--- config.mk ---
export PLATFORM = sky130hd
export DESIGN_NAME = instr_prefetch_queue
export DESIGN_NICKNAME = d
export VERILOG_FILES = /design/src/rtl/instr_prefetch_queue.sv
export SDC_FILE = /design/constraint.sdc
export NUM_CORES = 1
export LEC_CHECK = 0
export ABC_AREA = 1
export ABC_CLOCK_PERIOD_IN_PS = 11200
export CAP_MARGIN = 10
export CELL_PAD_IN_SITES_DETAIL_PLACEMENT = 1
export CELL_PAD_IN_SITES_GLOBAL_PLACEMENT = 1
export CORE_ASPECT_RATIO = 1.2
export CORE_UTILIZATION = 31
export DETAILED_ROUTE_END_ITERATION = 16
export PLACE_DENSITY_LB_ADDON = 0.1
export SETUP_SLACK_MARGIN = 0.4
export SLEW_MARGIN = 20
export SYNTH_ARGS = -nofsm -noshare
export SYNTH_HDL_FRONTEND = slang
export SYNTH_SLANG_ARGS = --single-unit
--- constraint.sdc ---
create_clock -name clk -period 11.2 [get_ports clk]
set_input_delay 1.12 -clock clk [delete_from_list [all_inputs] [get_ports clk]]
set_output_delay 1.12 -clock clk [all_outputs]
set_load 0.02 [all_outputs]
--- src/rtl/instr_prefetch_queue.sv ---
// Instruction prefetch FIFO between fetch and decode, with flush, drop counter and
// an optional opcode predecoder compiled in by PREFETCH_PREDECODE_EN.
module instr_prefetch_queue #(
    parameter int DATA_WIDTH = 32,
    parameter int DEPTH      = 4
) (
    input  logic                         clk,
    input  logic                         rst,
    input  logic                         in_valid,
    output logic                         in_ready,
    input  logic [DATA_WIDTH-1:0]        in_instr,
    input  logic [DATA_WIDTH-1:0]        in_pc,
    output logic                         out_valid,
    input  logic                         out_ready,
    output logic [DATA_WIDTH-1:0]        out_instr,
    output logic [DATA_WIDTH-1:0]        out_pc,
    input  logic                         flush,
    output logic [$clog2(DEPTH):0]       count,
    output logic [7:0]                   drop_cnt,
    output logic                         out_is_ctrl,
    output logic                         out_illegal
);

    localparam int PTR_W = $clog2(DEPTH);
    localparam int CNT_W = PTR_W + 1;
    localparam logic [CNT_W-1:0] FULL_C = CNT_W'(DEPTH);

    logic [DATA_WIDTH-1:0] instr_mem [DEPTH];
    logic [DATA_WIDTH-1:0] pc_mem    [DEPTH];
    logic [PTR_W-1:0]      wr_ptr;
    logic [PTR_W-1:0]      rd_ptr;
    logic [CNT_W-1:0]      count_q;
    logic [7:0]            drop_q;
    logic                  push;
    logic                  pop;

    function automatic logic [7:0] sat_add8(input logic [7:0] a, input logic [CNT_W-1:0] b);
        logic [8:0] sum;
        sum = {1'b0, a} + 9'(b);
        return sum[8] ? 8'hFF : sum[7:0];
    endfunction

    // in_ready depends only on registered occupancy, never on out_ready
    assign in_ready  = (count_q < FULL_C);
    assign out_valid = (count_q != '0);
    assign push      = in_valid && in_ready && !flush;
    assign pop       = out_valid && out_ready && !flush;
    assign count     = count_q;
    assign drop_cnt  = drop_q;
    assign out_instr = out_valid ? instr_mem[rd_ptr] : '0;
    assign out_pc    = out_valid ? pc_mem[rd_ptr]    : '0;

    always_ff @(posedge clk) begin
        if (push) begin
            instr_mem[wr_ptr] <= in_instr;
            pc_mem[wr_ptr]    <= in_pc;
        end
    end

    always_ff @(posedge clk) begin
        if (rst) begin
            wr_ptr  <= '0;
            rd_ptr  <= '0;
            count_q <= '0;
            drop_q  <= '0;
        end else if (flush) begin
            wr_ptr  <= '0;
            rd_ptr  <= '0;
            count_q <= '0;
            drop_q  <= sat_add8(drop_q, count_q);
        end else begin
            if (push) wr_ptr <= wr_ptr + PTR_W'(1);
            if (pop)  rd_ptr <= rd_ptr + PTR_W'(1);
            case ({push, pop})
                2'b10:   count_q <= count_q + CNT_W'(1);
                2'b01:   count_q <= count_q - CNT_W'(1);
                default: count_q <= count_q;
            endcase
        end
    end

`ifdef PREFETCH_PREDECODE_EN
    localparam logic [6:0] OP_ADDI = 7'b0010011;
    localparam logic [6:0] OP_ADD  = 7'b0110011;
    localparam logic [6:0] OP_BEQ  = 7'b1100011;
    localparam logic [6:0] OP_JAL  = 7'b1101111;

    logic [6:0] opcode;
    assign opcode      = out_instr[6:0];
    assign out_is_ctrl = out_valid && ((opcode == OP_BEQ) || (opcode == OP_JAL));
    assign out_illegal = out_valid && !((opcode == OP_ADDI) || (opcode == OP_ADD) ||
                                        (opcode == OP_BEQ)  || (opcode == OP_JAL));
`else
    assign out_is_ctrl = 1'b0;
    assign out_illegal = 1'b0;
`endif

endmodule

Yosys cells after proc, flatten, opt, wreduce, memory -nomap -nowiden
Memories as Yosys holds them, arrays and structs flattened. A register that Yosys moved wholly into a read port is not among the register bits.
Index checks and enable logic that the tools add are counted.
{"block": "classes", "eq_ne": 2, "mux": 10, "reduce_logical": 8, "n_addsub": 5, "magnitude_cmp": 1}
{"cell": "two-way mux 32 bit", "count": 2}
{"cell": "adder 8 x 3 -> 9 bit", "count": 1}
{"cell": "two-way mux 2 bit", "count": 4}
{"cell": "two-way mux 8 bit", "count": 1}
{"cell": "case mux 3 bit (2 select lines)", "count": 1}
{"cell": "adder 2 x 1 -> 2 bit, second input constant", "count": 2}
{"cell": "logical AND 1 bit", "count": 4}
{"cell": "adder 3 x 1 -> 3 bit, second input constant", "count": 1}
{"cell": "< comparator 3 bit, second input constant", "count": 1}
{"cell": "nonzero test 3 bit", "count": 1}
{"cell": "subtractor 3 x 1 -> 3 bit, second input constant", "count": 1}
{"cell": "equality test 2 x 1 -> 1 bit, second input constant", "count": 1}
{"cell": "equality test 2 bit, second input constant", "count": 1}
{"cell": "two-way mux 1 bit", "count": 2}
{"cell": "nonzero test 2 bit", "count": 1}
{"cell": "OR reduction 2 bit", "count": 1}
{"cell": "logical NOT 1 bit", "count": 1}
{"block": "totals", "reg_bits": 15, "output_inout_bits": 79, "elab_cells": 32, "mem_count": 2, "ramBits": 256}
{"memory": "instr_mem", "words": 4, "width": 32, "rd": 1, "rd_clocked_by_memory_dff": 1, "wr": 1, "line_no": "28", "rtl": "logic [DATA_WIDTH-1:0] instr_mem [DEPTH];"}
{"memory": "pc_mem", "words": 4, "width": 32, "rd": 1, "rd_clocked_by_memory_dff": 1, "wr": 1, "line_no": "29", "rtl": "logic [DATA_WIDTH-1:0] pc_mem [DEPTH];"}

Longest topological paths before layout
{"block": "logic_depth", "depth_word": 5, "mapped_depth": 11, "mapped_depth_nobuf": 10}

Worst setup path after synthesis
Ideal clock, no wire load.
{"block": "synth_timing", "kind": "input port to flip-flop", "startpoint": "input flush", "endpoint": "memory instr_mem[0][0] (enable)", "setup_slack_ns": 6.496, "setup_ns": 0.487, "path_buffers": 1, "arrival_ns": 4.217, "stages": 4, "path_cell_list": "buf_6 inv_2 nand3_2 nor2_1"}
{"block": "synth_via", "elab_chain_cells": 4}
{"item": "from (decl)", "line_no": "17", "rtl": "input logic flush,"}
{"item": "logical NOT 1 bit", "line_no": "46", "rtl": "assign push = in_valid && in_ready && !flush;"}
{"item": "logical AND 1 bit", "line_no": "46"}
{"item": "two-way mux 1 bit", "line_no": "54", "rtl": "if (push) begin"}
{"item": "two-way mux 1 bit (not written as such)", "line_no": "55", "rtl": "instr_mem[wr_ptr] <= in_instr;"}
{"item": "to (decl)", "line_no": "28"}
Every way passes these cells.

==> out/qor.yml <==
wl_um: 27000
nNetsFinal: 1097
first_global_vias: 7331
hold_depth: 2
synth_top_family_by_area: "simple AND/OR/NAND/NOR gates"
tritoncts: "yes"
synth_area_sq_um: 10900
yosysWarnings: 0
clkLatencyLatePin_ps: 560
die_h_um: 207
avgRoutedWirePerCell_um: 18.0
synth_top_area_share_pct: 70.6
ir_drop_mv: 0.109
cts_root_buf: "clkbuf_16"
place.gp.congestion: 0.708
start_util_pct: 31.7
postSynthCellCount: 881
muxShareOfSynthArea_pct: 0
utilization_pct: 39.7
synthAdderAreaFrac_pct: 1.29
synth-edff-count: 256
cts_buffers: 30
ys.flop_type: "edfxtp_1"
leakage_nw: 4.58
cp-endpoint: "out_pc[24]"
pre_cts_ws_ps: 6720
yosys.area.top_type: "edfxtp_1"
ys_top_cells_by_area: "edfxtp_1 71%, nor2_1 9.3%, o21ai_0 5.7%, a21oi_1 3.2%, dfxtp_1 3.1%"
cts_hold_buf: 0
synth_compound_area_share_pct: 9.68
nFillCells: 3644
finalSetupViolCount: 0
overflow: 0
core_area_sq_um: 34400
antenna_found_initial: 0
worst_pin_slew_ps: 1060
fin_setup_tns_ps: 0
async_flop_share_pct: 0
reg2regPathDepth: 4
io_pins: 148
max_freq_mhz: 205
viasPerCell: 4.70
slew_viol_final: 0
outcome: "complete, no violations"
clk_pin_slew_worst_paths_ps: 60
die-area_sq_um: 35900
r2r-start: "count[2]"
portBuffers: 145
first_iter_violations: 224
route.detailed.drc: 0
finClkSkew_ps: 4.98
min_path_type: "reg -> reg"
grt_pass1_wl_um: 41800
period_share_pct: 43.6
num_rows: 74
period_minus_slack_ps: 4880
ff2ff_setup_slack_ps: 8460
total_power_mw: 2.21
cts.sink_count: 273
postCtsSetupBuffers: 0
yosys.cell_types.count: 31
crit_arrival_ps: 3760
rsz0062_at_grt: "no"
hold_start: "rd_ptr[1]"
slew-limit-headroom_pct: 29.4
end_kind: "output pin"
maxCapViolCount: 0
crit_fanout: 76
power.density_nw_per_um2: 162
avgSynthCellArea_sq_um: 12.4
crit_required_ps: 10080
die_w_um: 173
drive_gt1_share_pct: 6.24
vias: 7031
synth_xor_area_share_pct: 0.161
criticalPathCategory: "reg -> out"
h-tree-depth: 1
drtPass1Iterations: 4
synthSimpleGateAreaFrac_pct: 11.3
area_growth_pct: 25.2
hold_violations: 0
grt_max_degree: 77
grt_usage_pct: 15.0
clockBufferDepth: 3
ys_ff_latch: 273
hpwl_um: 15200
yosysSeqAreaShare_pct: 73.7
cp-start-kind: "flip-flop"
timing.final.ws_setup_ps: 6320
ant_nets: 0
n_antenna_cell: 0
reg2reg_to: "instr_mem[1][15]"
ctsResizeCount: 0
-- cells in the final DEF (no fill, tap or decap), drive strengths merged, types with 3 or more instances in the layout --
cell type	instances
clkdlybuf4s50	145
a31oi	3
nand4	3
ha	8
clkinv	20
buf	10
a21oi	70
dfxtp	17
o21ai	131
edfxtp	256
nand3	8
clkbuf	34
nor2	272
nand2	25
inv	22
-- kinds of logic (layout without fill, tap and decap cells) --
group | Yosys count | after routing
compound gates | 208 | 208
buf+inv | 74 | 233
simple gates | 313 | 313
other cells | 1 | 2
xor+xnor | 2 | 2
fa+ha+maj | 10 | 10
flops | 273 | 273
-- flip-flops by register name, indices dropped and copies added (netlist names), named ones only --
signal / cells
count: 3
rd_ptr: 2
instr_mem: 128
drop_cnt: 8
wr_ptr: 2
pc_mem: 128
-- critical path, cell delays in order, from the launching register on --
cell             delay (ps)
dfxtp_4                 760
clkinv_2                750
buf_4                   610
o21ai_0                 290
a21oi_1                 130
clkdlybuf4s50_1         600
-- synthesized netlist by cell type (2+ instances only) --
cell type,n
clkbuf_1,15
nand4_1,3
buf_4,6
nor2_1,271
edfxtp_1,256
buf_2,11
inv_2,3
o21ai_1,7
o21ai_0,124
ha_1,8
nand3_1,7
buf_6,14
inv_1,20
a211oi_1,2
buf_1,5
a31oi_1,3
nor3b_1,2
nand2_1,25
a21oi_1,70
dfxtp_1,17
fa_1,2
-- routing by layer --
| metal | GRT usage (%) | share of wire, % | up-vias |
|---|---|---|---|
| li1 | - | - | 3372 |
| met1 | 18.8 | 43 | 3491 |
| met2 | 26.4 | 50 | 131 |
| met3 | 2.53 | 4.4 | 37 |
| met4 | 4.73 | 2.2 | 0 |
| met5 | 0 | 0 | - |
-- cell type report --
cell class	instances	area (sq um)	share of cell area, %
clock buffer	34	787	5.77
inverter	23	87.6	0.642
timing repair buffer	155	1530	11.2
tap	456	571	4.18
multi-input combinational	535	2480	18.2
clock inverter	21	150	1.10
sequential	273	8030	58.9
-- through the flow --
step                cells  hold WS (ps)  instance area [sq um]
finish               1497           511                  13600
CTS                  1497           514                  13600
global route         1497           544                  13600
floorplan             882           475                  10900
detailed placement   1442           506                  12700
global placement     1442           495                  12700
-- how the worst min path moves through the flow --
stage,endpoint,slack [ps]
final,flip-flop,510
after global routing,flip-flop,540
after global placement,flip-flop,500
after detailed placement,flip-flop,510
after floorplan,flip-flop,480
after CTS,flip-flop,510
-- power by group --
group	switching (mW)	total [mW]	leakage (nW)	internal, mW
registers	0.00541	1.14	2.46	1.13
clock network	0.395	0.941	0.465	0.546
logic	0.0745	0.128	1.65	0.0532
Note: power is estimated with default switching activity, not from simulation.
